**config.mk**
```make
export PLATFORM = sky130hd
export DESIGN_NAME = div_unit_flat
export DESIGN_NICKNAME = d
export VERILOG_FILES = /design/src/rtl/div_unit_pkg.sv /design/src/rtl/div_unit_if.sv /design/src/rtl/div_unit.sv /design/src/flat_wrapper.sv
export SDC_FILE = /design/constraint.sdc
export NUM_CORES = 1
export LEC_CHECK = 0
export CORE_MARGIN = 1.5
export CORE_UTILIZATION = 57
export DETAILED_ROUTE_END_ITERATION = 16
export PLACE_DENSITY = 0.82
export SLEW_MARGIN = 20
export SYNTH_ARGS = -nofsm -noshare
export SYNTH_HDL_FRONTEND = slang
export SYNTH_SLANG_ARGS = --single-unit
```
**constraint.sdc**
```tcl
create_clock -name clk -period 4.12 [get_ports clk]
set_input_delay 0.824 -clock clk [delete_from_list [all_inputs] [get_ports clk]]
set_output_delay 0.824 -clock clk [all_outputs]
set_load 0.02 [all_outputs]
```
**src/rtl/div_unit_pkg.sv**
```systemverilog
// Shared constants for the iterative divider: FSM encodings, handshake levels,
// and an absolute-value helper used when latching signed operands.
package div_unit_pkg;

  localparam int WORD_W = 32;

  localparam logic [1:0] DIV_FREE    = 2'b00;
  localparam logic [1:0] DIV_BY_ZERO = 2'b01;
  localparam logic [1:0] DIV_ON      = 2'b10;
  localparam logic [1:0] DIV_END     = 2'b11;

  localparam logic DIV_RESULT_READY     = 1'b1;
  localparam logic DIV_RESULT_NOT_READY = 1'b0;
  localparam logic DIV_START            = 1'b1;
  localparam logic DIV_STOP             = 1'b0;

  localparam logic [WORD_W-1:0] ZERO_WORD = '0;

  // Two's-complement magnitude; 0x80000000 maps to itself, which is still the
  // correct unsigned magnitude.
  function automatic logic [WORD_W-1:0] abs_word(input logic [WORD_W-1:0] v);
    return v[WORD_W-1] ? (ZERO_WORD - v) : v;
  endfunction

endpackage

```
**src/rtl/div_unit_if.sv**
```systemverilog
// Handshake/data bundle between the execute stage (master) and the divider (slave).
interface div_unit_if #(parameter int DATA_W = 32);
  logic                  signed_div_i;
  logic [DATA_W-1:0]     opdata1_i;
  logic [DATA_W-1:0]     opdata2_i;
  logic                  start_i;
  logic                  annul_i;
  logic [2*DATA_W-1:0]   result_o;
  logic                  ready_o;

  modport master (
    output signed_div_i, opdata1_i, opdata2_i, start_i, annul_i,
    input  result_o, ready_o
  );

  modport slave (
    input  signed_div_i, opdata1_i, opdata2_i, start_i, annul_i,
    output result_o, ready_o
  );
endinterface

```
**src/rtl/div_unit.sv**
```systemverilog
// Multi-cycle restoring divider: one quotient bit per cycle, MSB first, on
// operand magnitudes, with sign correction applied when the result is registered.
// result_o = {remainder, quotient}; all outputs come straight from flops.
module div_unit
  import div_unit_pkg::*;
#(
  parameter int DATA_W = 32
) (
  input  logic     clk,
  input  logic     rst,
  div_unit_if.slave d
);

  logic [1:0]          state;
  logic [5:0]          cnt;
  logic [DATA_W-1:0]   rem;
  logic [DATA_W-1:0]   quo;    // holds the dividend, shifted out as quotient bits shift in
  logic [DATA_W-1:0]   dvsr;
  logic                neg_q;
  logic                neg_r;
  logic [2*DATA_W-1:0] result_q;
  logic                ready_q;

  logic [DATA_W:0]     partial;
  logic [DATA_W:0]     diff;
  logic [DATA_W-1:0]   q_fix;
  logic [DATA_W-1:0]   r_fix;

  // Trial subtract: rem < dvsr always holds, so a non-negative difference fits
  // in DATA_W bits and the top bit of the 33-bit result is a clean borrow.
  always_comb begin
    partial = {rem, quo[DATA_W-1]};
    diff    = partial - {1'b0, dvsr};
    q_fix   = neg_q ? (ZERO_WORD - quo) : quo;
    r_fix   = neg_r ? (ZERO_WORD - rem) : rem;
  end

  // Divider FSM and datapath; annul outranks an iteration, rst outranks everything.
  always_ff @(posedge clk) begin
    if (rst) begin
      state    <= DIV_FREE;
      cnt      <= '0;
      rem      <= '0;
      quo      <= '0;
      dvsr     <= '0;
      neg_q    <= 1'b0;
      neg_r    <= 1'b0;
      result_q <= '0;
      ready_q  <= DIV_RESULT_NOT_READY;
    end else begin
      case (state)
        DIV_FREE: begin
          if (d.start_i == DIV_START && !d.annul_i) begin
            state <= (d.opdata2_i == ZERO_WORD) ? DIV_BY_ZERO : DIV_ON;
            cnt   <= '0;
            rem   <= '0;
            quo   <= d.signed_div_i ? abs_word(d.opdata1_i) : d.opdata1_i;
            dvsr  <= d.signed_div_i ? abs_word(d.opdata2_i) : d.opdata2_i;
            neg_q <= d.signed_div_i & (d.opdata1_i[DATA_W-1] ^ d.opdata2_i[DATA_W-1]);
            neg_r <= d.signed_div_i & d.opdata1_i[DATA_W-1];
          end
        end
        DIV_BY_ZERO: begin
          if (d.annul_i) begin
            state <= DIV_FREE;
          end else begin
            state    <= DIV_END;
            result_q <= '0;
            ready_q  <= DIV_RESULT_READY;
          end
        end
        DIV_ON: begin
          if (d.annul_i) begin
            state <= DIV_FREE;
          end else if (cnt != 6'd32) begin
            if (diff[DATA_W]) begin
              rem <= partial[DATA_W-1:0];
              quo <= {quo[DATA_W-2:0], 1'b0};
            end else begin
              rem <= diff[DATA_W-1:0];
              quo <= {quo[DATA_W-2:0], 1'b1};
            end
            cnt <= cnt + 6'd1;
          end else begin
            state    <= DIV_END;
            result_q <= {r_fix, q_fix};
            ready_q  <= DIV_RESULT_READY;
          end
        end
        DIV_END: begin
          if (d.start_i == DIV_STOP) begin
            state    <= DIV_FREE;
            result_q <= '0;
            ready_q  <= DIV_RESULT_NOT_READY;
          end
        end
        default: state <= DIV_FREE;
      endcase
    end
  end

  assign d.result_o = result_q;
  assign d.ready_o  = ready_q;

endmodule

```
**src/flat_wrapper.sv**
```systemverilog
// flat-port wrapper written by rule: the top's interface ports become plain ports
module div_unit_flat import div_unit_pkg::*;
#(
  parameter int DATA_W = 32
)
  (clk, rst, d_signed_div_i, d_opdata1_i, d_opdata2_i, d_start_i, d_annul_i, d_result_o, d_ready_o);
  div_unit_if #(.DATA_W(DATA_W)) d_i ();
  input  logic clk;
  input  logic rst;
  input wire logic [$bits(d_i.signed_div_i)-1:0] d_signed_div_i;
  input wire logic [$bits(d_i.opdata1_i)-1:0] d_opdata1_i;
  input wire logic [$bits(d_i.opdata2_i)-1:0] d_opdata2_i;
  input wire logic [$bits(d_i.start_i)-1:0] d_start_i;
  input wire logic [$bits(d_i.annul_i)-1:0] d_annul_i;
  output wire logic [$bits(d_i.result_o)-1:0] d_result_o;
  output wire logic [$bits(d_i.ready_o)-1:0] d_ready_o;
  assign d_i.signed_div_i = d_signed_div_i;
  assign d_i.opdata1_i = d_opdata1_i;
  assign d_i.opdata2_i = d_opdata2_i;
  assign d_i.start_i = d_start_i;
  assign d_i.annul_i = d_annul_i;
  assign d_result_o = d_i.result_o;
  assign d_ready_o = d_i.ready_o;
  div_unit #(.DATA_W(DATA_W)) u_core (.clk(clk), .rst(rst), .d(d_i));
endmodule
```
After elaboration in Yosys (flattened, before gate mapping)

Index checks and enable logic that the tools add are counted.
Widths: inputs -> output; s select.

Add/subtract/negate cells: 6
Multiply operators: 0
Div/mod/pow operators: 0
Magnitude comparators: 0
Eq/ne operators: 11
Shifts and indexed selects: 0
Mux-type cells: 37
Bitwise logic cells: 3
Reduce and logical (&&, ||, !) cells: 10

Operators by type and width:

| operator              | number |
|---|---|
| $mux 32               | 13 |
| $mux 64               | 4 |
| $pmux 64 s3           | 1 |
| $pmux 32 s2           | 2 |
| $sub 1x32->32 const A | 4 |
| $sub 33x32->33        | 1 |
| $logic_not 32->1      | 1 |
| $mux 6                | 3 |
| $mux 2                | 6 |
| $pmux 6 s2            | 1 |
| $ne 2x2->1 const B    | 4 |
| $pmux 2 s4            | 1 |
| $add 6x1->6 const B   | 1 |
| $ne 6x6->1 const B    | 1 |
| $mux 1                | 5 |
| $reduce_and 5->1      | 1 |
| $eq 2x2->1 const B    | 2 |
| $ne 2x1->1 const B    | 2 |
| $reduce_and 4->1      | 1 |
| $ne 3x3->1 const B    | 1 |
| $pmux 1 s3            | 1 |
| $reduce_and 3->1      | 1 |
| $reduce_bool 3->1     | 1 |
| $and 1x1->1           | 2 |
| other kinds (7)       | 7 |

Register bits after elaboration: 171
Latch bits: 0
Bits in writable memories: 0
Bits in read-only memories: 0
Input port bits: 69
Output and inout port bits: 65
Word-level logic and storage cells: 76
Memories: 0

Depth between registers and ports, before layout

Gate-level depths: netlist of run 1.

Word-level depth: 5
Gate-level depth with buffers: 13
Gate-level depth less buffers: 12

Worst setup path after synthesis of run 1

OpenSTA, ideal clock, no wires.

Path kind: register to register
From: register u_core.quo[31]
To: register u_core.quo[0]
Setup time: 0.128 ns
Data arrival time: 2.925 ns
Required time: 3.992 ns
Path slack: 1.068 ns
Cell stages (with the launch flop): 14
Buffers on the path: 1
Period minus slack after synthesis: 3.052 ns
Cell sequence: dfxtp_1 > inv_1 > ha_1 > fa_1 > nand2b_1 > a21o_1 > a21boi_0 > o2111ai_1 > and3_1 > a311oi_2 > buf_2 > nor2_1 > a221oi_1 > nor2_1

Word-level cells in the longest chain between the ends: 5

RTL lines:

| element                  | RTL line       | RTL |
|---|---|---|
| start: declaration       | div_unit.sv:17 | `logic [DATA_W-1:0] quo;` |
| start signal: assignment | div_unit.sv:57 | `quo <= d.signed_div_i ? abs_word(d.opdata1_i) : d.opdata1_i;` |
| start signal: assignment | div_unit.sv:78 | `quo <= {quo[DATA_W-2:0], 1'b0};` |
| start signal: assignment | div_unit.sv:81 | `quo <= {quo[DATA_W-2:0], 1'b1};` |
| $sub 33x32->33           | div_unit.sv:33 | `diff = partial - {1'b0, dvsr};` |
| $mux 1                   | div_unit.sv:76 | `if (diff[DATA_W]) begin` |
| $mux 32                  | div_unit.sv:75 | `end else if (cnt != 6'd32) begin` |
| $mux 32                  | div_unit.sv:73 | `if (d.annul_i) begin` |
| $pmux 32 s2              | div_unit.sv:51 | `case (state)` |

No other way between the ends. The select of a mux whose other input is x is not followed.
A chain may end at the register's enable or synchronous reset.

Final worst setup path of run 1

From: register u_core.quo[31]
To: register u_core.rem[8]

Word-level cells in the longest chain between the ends: 5

RTL lines:

| element                | RTL line       | RTL |
|---|---|---|
| $sub 33x32->33         | div_unit.sv:33 |  |
| $mux 32                | div_unit.sv:76 |  |
| $mux 32                | div_unit.sv:75 |  |
| $mux 32                | div_unit.sv:73 |  |
| $pmux 32 s2            | div_unit.sv:51 |  |
| end signal: assignment | div_unit.sv:77 | `rem <= partial[DATA_W-1:0];` |
| end signal: assignment | div_unit.sv:80 | `rem <= diff[DATA_W-1:0];` |
| end: declaration       | div_unit.sv:16 | `logic [DATA_W-1:0] rem;` |

No other way between the ends. The select of a mux whose other input is x is not followed.

==> results of run 1 <==
## final timing paths
kind,from,endpoint,cells past startpoint
max,u_core.quo[31]$_SDFFE_PP0P_,u_core.rem[8]$_SDFFE_PP0P_,13
max reg2reg,u_core.quo[31]$_SDFFE_PP0P_,u_core.rem[8]$_SDFFE_PP0P_,13
min,u_core.d.result_o[34]$_SDFFE_PP0P_,u_core.d.result_o[34]$_SDFFE_PP0P_,2
min reg2reg,u_core.d.result_o[34]$_SDFFE_PP0P_,u_core.d.result_o[34]$_SDFFE_PP0P_,2
## report_power, final
part | leakage, nW | switching, W | internal (W) | total [W]
clock network | 0.288 | 0.000686 | 0.000956 | 0.00164
registers | 1.38 | 0.000165 | 0.00180 | 0.00196
logic | 3.33 | 0.00152 | 0.000943 | 0.00246
## flip-flops by register name, indices dropped and copies added, names as in the netlist, 2 cells and up
signal and count:
u_core.d.result_o 64, u_core.quo 32, u_core.cnt 6, u_core.rem 32
u_core.dvsr 32, u_core.state 2
## layout make-up
cell class	instances	area, um2	area share, %
Clock buffer	18	429	3.34
Clock inverter	14	170	1.33
Inverter	56	210	1.64
Multi-Input combinational cell	1085	6810	53.1
Sequential cell	171	3420	26.7
Tap cell	229	287	2.23
Timing Repair Buffer	157	1510	11.7
## stage by stage
step	cell area [um2]	worst slack [ns]
floorplan	10700	1.07
global placement	12200	0.561
detailed placement	12200	0.408
CTS	12800	0.664
global route	12800	0.383
finish	12800	0.661
## synth_stat cells (7+ instances only)
| library cell | instances |
|---|---|
| a211oi_1 | 33 |
| a21o_1 | 17 |
| a21oi_1 | 93 |
| a221oi_1 | 14 |
| a22oi_1 | 53 |
| a31oi_1 | 13 |
| and2_1 | 7 |
| clkbuf_1 | 80 |
| dfxtp_1 | 171 |
| ha_1 | 43 |
| inv_1 | 56 |
| mux2i_1 | 12 |
| nand2_1 | 164 |
| nand2b_1 | 9 |
| nand3_1 | 34 |
| nand4_1 | 7 |
| nor2_1 | 163 |
| nor2b_1 | 9 |
| nor3_1 | 20 |
| nor4_1 | 8 |
| o21a_1 | 7 |
| o21ai_0 | 89 |
| o21ai_1 | 9 |
| o31ai_1 | 31 |
| o41ai_1 | 10 |
| or3_1 | 18 |
| or4_1 | 9 |
| xnor2_1 | 78 |
| xor2_1 | 70 |
## cells by family (layout without fill, tap and decap cells)
logic type / after synthesis / count (layout) / synth area share [%]
AND/OR/NAND/NOR: 472 / 472 / 19.8
adder cells (fa/ha/maj): 44 / 44 / 5.20
flip-flops: 171 / 171 / 31.9
buffers and inverters: 138 / 245 / 4.85
multiplexers: 12 / 12 / 1.12
AO/OA/AOI/OAI: 409 / 409 / 25.0
XOR/XNOR: 148 / 148 / 12.1
## worst min-delay path: stages (launching register included)
cell and delay, ns:
dfxtp_1 0.31, nand2_1 0.05, a21oi_1 0.05
## metal layers
metal  routed length, um  vias to the layer above  part of all wire [%]  GRT usage [%]
li1                    -                     5152                     -              -
met1               13100                     4841                    47           40.0
met2               12300                      361                    44           44.6
met3                1840                       51                   6.6           4.72
met4                 612                        0                   2.2           8.70
met5                   0                        -                     0              0
==> flow_summary_export.csv, run 1 <==
group,metric,value,unit
synth,synth-warning-count,0,
run_status,outcome,"completed",
route,wl_per_cell,16.1,um
layout,area_growth,19.8,%
layout,final_cell_mix,"dfxtp_1 (171), nand2_1 (164), nor2_1 (160)",
route,drt-initial-drc-count,873,
layout,finalNonFillerCells,1730,
cts,htree_levels,4,
sta,tns,0,ns
cts,path_clk_slew,0.07,ns
power_and_ir_drop,ir_drop,0.000346,V
synth,synth_top_cell_by_area,"dfxtp_1",
floorplanning,die_h,140,um
cts,cts_setup_buffers,0,
synth,synth_area,0.0107,mm2
grt,grt_pass1_wl,45800,um
synth,synth_cell_type_count,62,
cts,tritoncts,"done",
grt,antenna_found_initial,0,
synth,postSynthCellCount,1394,
min_path,hold_class,"register to register",
floorplanning,dieArea,0.0196,mm2
worst_setup_path,cp.required,4.38,ns
sta,worst_pin_slew,1.08,ns
synth,ys.flop_type,"dfxtp_1",
cts,clock_latency,0.43,ns
placed_design,placed_cells,1698,
sta,setup_viol,0,
layout,num-fill-cells,1495,
power_and_ir_drop,power_per_cell_area,472,mW/mm2
synth,seq_area_frac_synth,31.9,%
route,viasPerCell,6.01,
cts,cts.root.buffer_cell,"clkbuf_16",
sta,fmax,289,MHz
sta,hold_violations,0,
grt,overflow,0,
route,num_vias,10400,
route,drc_errors,0,
layout,final_nets,1601,
cts,hold_buffers,0,
sta,rsz0062_at_grt,"no",
layout,insertedDiodeCount,0,
route,drt_wl_total,27800,um
sta,slew_violations,0,
placed_design,place_congestion,0.926,
grt,gr-usage-all-layers,28.4,%
synth,synth_area_per_cell,7.69,um2
worst_setup_path,critPathCaptureType,"register",
sta,timing.hold.ws,0.452,ns
floorplanning,die_w,140,um
placed_design,place_hpwl,20900,um
worst_setup_path,slowest_delay,0.43,ns
worst_setup_path,crit_buf_inv,2,
floorplanning,initial_core_util,58.9,%
synth,async_reset_ff_share,0,%
sta,fin_skew,0.00701,ns
route,dr.pass1.iters,5,
synth,syn_nets,1507,
job,maxCapViolCount,0,
layout,final_util,70.5,%
layout,layout.cells.most_common,"dfxtp_1",
worst_setup_path,critPathKind,"register to register",
floorplanning,rows,49,
sta,finalCritPeriodShare,84.0,%
sta,post-route-min-period,3.46,ns
cts,cts_buffers,17,
grt,grt_pass1_vias,9242,
floorplanning,core_region_area,0.0182,mm2
cts,clockBufferDepth,2,
floorplanning,num_io_pins,134,
worst_setup_path,path_cells,"inv_1, ha_1, fa_1, nand2b_1, a21o_1, a21boi_0, o2111ai_1, and3_1, a311oi_4, buf_4, nor2_1, a21oi_1, o21ai_0",
worst_setup_path,critPathMaxFanout,41,
power_and_ir_drop,power_leakage,5.00,nW
cts,cts.sinks,171,
placed_design,io_buffers,133,
worst_setup_path,ff2ff_setup_slack,0.66,ns
sta,relSlewSlack,27.8,%
worst_setup_path,cp-start-kind,"register",
route,drtAntennaViolNets,0,
synth,synth_edf_count,0,
cts,cts_resized,0,
worst_setup_path,cp_slowest_cell,"buf_4",
worst_setup_path,crit_family,"compound AO/OA/AOI/OAI gates",
grt,grt_start_max_net_pins,71,
layout,drive_gt1_share,5.00,%
power_and_ir_drop,p_total,0.00606,W
synth,ys_ff_latch,171,
synth,synth_top_area_share,31.9,%
worst_setup_path,crit_arrival,3.72,ns
synth,ys_top_cells_by_area,"dfxtp_1 (32%), xnor2_1 (6.4%), nand2_1 (5.7%)",
Power figures use the tool's default switching activity.
==> inputs of run 2 (changes only) <==
Clock period 4.12 ns to 3.2 ns, I/O delays scaled along.
==> flow_summary_export.csv, run 2 (synthesized netlist as in run 1, its figures left out) <==
group,metric,value,unit
worst_setup_path,crit_family,"simple AND/OR/NAND/NOR gates",
cts,clock_latency,0.44,ns
cts,tritoncts,"done",
worst_setup_path,ff2ff_setup_slack,0.09,ns
cts,clockBufferDepth,2,
worst_setup_path,slowest_delay,0.64,ns
placed_design,place_hpwl,21100,um
cts,hold_buffers,0,
sta,hold_violations,0,
power_and_ir_drop,pwr-share-seq,31.3,%
sta,setup_viol,0,
power_and_ir_drop,p_int,0.00485,W
worst_setup_path,timing.rr.end,"u_core.d.result_o[63]$_SDFFE_PP0P_",
cts,path_clk_slew,0.07,ns
layout,final_nets,1658,
layout,final_cell_mix,"dfxtp_1 (171), nand2_1 (164), nor2_1 (158)",
min_path,hp-start,"u_core.d.result_o[36]$_SDFFE_PP0P_",
power_and_ir_drop,swShare,39.5,%
sta,finalCritPeriodShare,97.1,%
worst_setup_path,critPathMaxFanout,7,
route,viasPerCell,5.93,
sta,worst_pin_slew,1.08,ns
placed_design,io_buffers,133,
placed_design,place_congestion,0.932,
sta,fmax,322,MHz
floorplanning,die_h,140,um
sta,relSlewSlack,27.9,%
floorplanning,die_w,140,um
power_and_ir_drop,p_total,0.00802,W
sta,fin_skew,0.00923,ns
route,dr.pass1.iters,5,
cts,cts.root.buffer_cell,"clkbuf_16",
grt,grt_pass1_wl,46700,um
worst_setup_path,critPathKind,"register to register",
worst_setup_path,r2r_cells,7,
floorplanning,num_io_pins,134,
floorplanning,initial_core_util,58.9,%
placed_design,pre_cts_ws,-0.0610,ns
worst_setup_path,crit-reg2reg-launch,"u_core.rem[10]$_SDFFE_PP0P_",
sta,setup_ws,0.0937,ns
job,maxCapViolCount,0,
worst_setup_path,critPathCaptureType,"register",
cts,cts_buffers,17,
grt,grt_pass1_vias,9632,
power_and_ir_drop,power_per_cell_area,601,mW/mm2
route,num_vias,10600,
worst_setup_path,cp.required,3.52,ns
worst_setup_path,crit_buf_inv,0,
grt,overflow,0,
grt,gr-usage-all-layers,28.9,%
worst_setup_path,cp-start-kind,"register",
route,drc_errors,0,
grt,antenna_found_initial,0,
layout,drive_gt1_share,8.92,%
power_and_ir_drop,p_comb_share,43.2,%
power_and_ir_drop,power_leakage,5.32,nW
power_and_ir_drop,clockPowerShare,25.5,%
run_status,outcome,"completed",
route,wl_per_cell,16.0,um
sta,slew_violations,0,
layout,insertedDiodeCount,0,
worst_setup_path,path_cells,"or3_1, or4_1, or3_1, or4_1, o31ai_1, xor2_1, o21ai_0",
layout,largest_reg_flops,64,
cts,htree_levels,4,
worst_setup_path,crit_arrival,3.43,ns
floorplanning,dieArea,0.0196,mm2
power_and_ir_drop,ir_drop,0.000448,V
layout,final_area,0.0133,mm2
route,drt_wl_total,28600,um
placed_design,postPlaceCellArea,0.0127,mm2
cts,cts.sinks,171,
worst_setup_path,cp_slowest_cell,"or4_1",
min_path,holdPathStages,2,
min_path,hold_class,"register to register",
floorplanning,core_region_area,0.0182,mm2
floorplanning,rows,49,
min_path,holdPathEnd,"u_core.d.result_o[36]$_SDFFE_PP0P_",
route,drt-initial-drc-count,764,
power_and_ir_drop,p_switching,0.00316,W
layout,area_growth,24.4,%
sta,post-route-min-period,3.11,ns
layout,layout.cells.most_common,"dfxtp_1",
grt,grt_start_max_net_pins,65,
route,drtAntennaViolNets,0,
[run 2: changes by cell type in the layout (fill, tap and decap cells not counted), sizes merged]
cell      delta
clkinvlp     -1
inv          +2
bufinv       -2
buf         +55
clkbuf       +3
[run 2: worst reg2reg max path, delay by kind of cell, from the launching register on]
kind,cells,cell delay (ns)
AOI/OAI and AO/OA,2,0.47
DFF,1,0.38
xor gates and xnor gates,1,0.22
and+or+nand+nor,4,1.94
[run 2: per-layer routing]
metal / vias up / track usage [%] / wire length, um
met3: 46 / 4.48 / 1830
met5: - / 0 / 0
met4: 0 / 9.09 / 468
li1: 5261 / - / -
met1: 4898 / 40.2 / 13400
met2: 385 / 46.0 / 12900
[run 2: how the worst max path moves through the flow]
stage,cells after the start,to,slack (ns),startpoint
after CTS,12,u_core.rem[17]$_SDFFE_PP0P_,0.03,u_core.quo[31]$_SDFFE_PP0P_
after detailed placement,10,u_core.quo[29]$_SDFFE_PP0P_,-0.06,d_opdata1_i[8]
after global routing,7,u_core.d.result_o[63]$_SDFFE_PP0P_,-0.03,u_core.rem[10]$_SDFFE_PP0P_
after floorplan,13,u_core.quo[0]$_SDFFE_PP0P_,0.15,u_core.quo[31]$_SDFFE_PP0P_
final,7,u_core.d.result_o[63]$_SDFFE_PP0P_,0.09,u_core.rem[10]$_SDFFE_PP0P_
after global placement,10,u_core.quo[29]$_SDFFE_PP0P_,0.05,d_opdata1_i[8]
[run 2: layout make-up]
cell class | instances | area, um2
multi-input combinational | 1085 | 6840
fill | 1409 | 4870
sequential | 171 | 3420
timing repair buffer | 214 | 1990
clock buffer | 19 | 453
tap | 229 | 287
inverter | 56 | 210
clock inverter | 13 | 134
[run 2: through the flow]
step	hold WS [ns]	setup TNS (ns)	util, %	std cells
3_3_place_gp	0.439	0	69.5	1751
4_1_cts	0.453	0	72.7	1783
2_1_floorplan	0.432	0	-	1394
3_5_place_dp	0.443	-0.172	69.5	1751
6_report	0.453	0	73.3	1787
5_1_grt	0.484	-0.0310	73.3	1787
[run 2: timing repair]
action,CTS,global route
gates resized for setup,0,11
endpoints found under the setup margin,0,32
buffers inserted,0,2
[run 2: power by group through the flow]
stage,combinational (W),clock (W),sequential (W)
floorplan,0.00236,0,0.00251
global placement,0.00319,0,0.00253
detailed placement,0.00324,0,0.00255
CTS,0.00327,0.00206,0.00250
global route,0.00381,0.00214,0.00253
finish,0.00347,0.00204,0.00251
==> inputs of run 3 (changes only) <==
Settings changed: CORE_MARGIN 1.5 to 3, TNS_END_PERCENT from default to 1.
==> flow_summary_export.csv, run 3 (synthesized netlist as in run 1, its figures left out) <==
group,metric,value,unit
run_status,outcome,"completed",
floorplanning,rows,49,
cts,clockBufferDepth,2,
layout,insertedDiodeCount,0,
sta,hold_violations,0,
power_and_ir_drop,power_per_cell_area,607,mW/mm2
worst_setup_path,critPathKind,"register to register",
layout,num-fill-cells,1457,
sta,setup_viol,0,
power_and_ir_drop,clockPowerShare,26.8,%
sta,post-route-min-period,3.13,ns
cts,hold_buffers,0,
layout,regArea,0.00342,mm2
power_and_ir_drop,power_leakage,5.31,nW
route,drt-initial-drc-count,836,
cts,htree_levels,4,
layout,drive_gt1_share,8.55,%
route,drtAntennaViolNets,0,
grt,gr-usage-all-layers,27.9,%
cts,path_clk_slew,0.07,ns
floorplanning,initial_core_util,58.9,%
route,dr.pass1.iters,8,
cts,cts.root.buffer_cell,"clkbuf_16",
cts,clock_latency,0.43,ns
power_and_ir_drop,ir_drop,0.000455,V
worst_setup_path,cp_slowest_cell,"a211oi_1",
placed_design,place_hpwl,21300,um
worst_setup_path,cp.required,3.51,ns
worst_setup_path,path_cells,"inv_1, ha_1, a21o_1, a211oi_1, a21boi_2, buf_4, o21ai_0, o31a_1, nor2b_1, and3b_1, o31ai_1, nand2_1",
placed_design,place_congestion,0.924,
cts,cts_buffers,17,
route,drt_wl_total,28900,um
layout,multi_input_area,0.00683,mm2
layout,layout.cells.most_common,"dfxtp_1",
sta,relSlewSlack,33.0,%
floorplanning,num_io_pins,134,
grt,overflow,0,
grt,grt_pass1_wl,47400,um
route,viasPerCell,5.97,
route,num_vias,10600,
layout,final_cell_mix,"dfxtp_1 (171), nand2_1 (164), nor2_1 (161)",
layout,final_util,73.1,%
cts,tritoncts,"done",
worst_setup_path,crit_arrival,3.44,ns
power_and_ir_drop,swShare,39.1,%
grt,grt_start_max_net_pins,65,
floorplanning,die_w,143,um
sta,slew_violations,0,
grt,antenna_found_initial,0,
cts,cts.sinks,171,
layout,final_nets,1655,
power_and_ir_drop,pwr-share-seq,31.0,%
grt,grt_pass1_vias,9715,
worst_setup_path,critPathCaptureType,"register",
power_and_ir_drop,p_switching,0.00316,W
floorplanning,core_region_area,0.0182,mm2
power_and_ir_drop,p_comb_share,42.2,%
sta,worst_pin_slew,1.00,ns
route,drc_errors,0,
floorplanning,dieArea,0.0205,mm2
worst_setup_path,critPathMaxFanout,5,
placed_design,io_buffers,133,
power_and_ir_drop,p_total,0.00808,W
sta,fmax,320,MHz
layout,area_growth,24.2,%
worst_setup_path,slowest_delay,0.43,ns
min_path,hold_class,"register to register",
layout,largest_reg_flops,64,
route,wl_per_cell,16.2,um
sta,fin_skew,0.00733,ns
sta,finalCritPeriodShare,97.7,%
worst_setup_path,cp-start-kind,"register",
floorplanning,die_h,143,um
job,maxCapViolCount,0,
power_and_ir_drop,p_int,0.00492,W
==> run 3: cell count changes in the layout (fill, tap and decap cells not counted), moves of 2 or more <==
cell,before,now
bufinv_16,1,3
clkbuf_8,2,0
clkinv_4,5,1
inv_6,2,5
nor2_1,158,161
nor2_2,4,1
==> run 3: metrics by stage <==
| stage | hold slack (ns) | area, um2 | worst slack, ns | TNS (ns) | instances |
|---|---|---|---|---|---|
| CTS | 0.455 | 13300 | 0.0562 | 0 | 1781 |
| detailed placement | 0.443 | 12600 | -0.0575 | -0.172 | 1749 |
| floorplan | 0.432 | 10700 | 0.148 | 0 | 1394 |
| finish | 0.453 | 13300 | 0.0744 | 0 | 1784 |
| global placement | 0.438 | 12600 | 0.00487 | 0 | 1749 |
| global route | 0.483 | 13300 | -0.0327 | -0.0704 | 1784 |
==> run 3: critical path: cells and delay by family, from the launching register on <==
family	cells	cell delay, ns
AO/OA/AOI/OAI	6	1.75
adder cells (fa/ha/maj)	1	0.37
flip-flops	1	0.33
AND/OR/NAND/NOR	3	0.32
buffers and inverters	2	0.23
==> run 3: layout make-up <==
| cell class | instances | share of cell area, % |
|---|---|---|
| multi-input combinational | 1085 | 51.3 |
| clock buffer | 17 | 3.20 |
| inverter | 56 | 1.58 |
| clock inverter | 15 | 1.40 |
| timing repair buffer | 211 | 14.6 |
| sequential | 171 | 25.7 |
| tap | 229 | 2.15 |
==> run 3: path summary, 6_finish.rpt <==
path / from / end / slack, ns / cells past startpoint
hold reg to reg: u_core.d.result_o[27]$_SDFFE_PP0P_ / u_core.d.result_o[27]$_SDFFE_PP0P_ / 0.45 / 2
setup reg to reg: u_core.dvsr[5]$_SDFFE_PP0P_ / u_core.rem[26]$_SDFFE_PP0P_ / 0.07 / 12
setup / recovery: u_core.dvsr[5]$_SDFFE_PP0P_ / u_core.rem[26]$_SDFFE_PP0P_ / 0.07 / 12
hold / removal: u_core.d.result_o[27]$_SDFFE_PP0P_ / u_core.d.result_o[27]$_SDFFE_PP0P_ / 0.45 / 2
==> run 3: power groups by stage <==
stage	clock network [W]	logic (W)	registers, W
floorplan	0	0.00236	0.00251
global placement	0	0.00319	0.00253
detailed placement	0	0.00324	0.00254
CTS	0.00218	0.00327	0.00250
global route	0.00228	0.00376	0.00253
finish	0.00217	0.00341	0.00250
==> run 3: timing repair <==
action | in CTS | in global routing
endpoints found under the setup margin | 1 | 29
setup buffers | 0 | 2
pin swaps | 0 | 2
gates resized for setup | 2 | 7
cloned | 0 | 1
==> run 3: metal layers <==
metal	vias to the layer above	share of wire [%]	track usage (%)
met5	-	0	0
li1	5262	-	-
met1	4924	46	40.3
met3	41	7.6	3.38
met2	418	45	44.2
met4	0	1.5	7.50
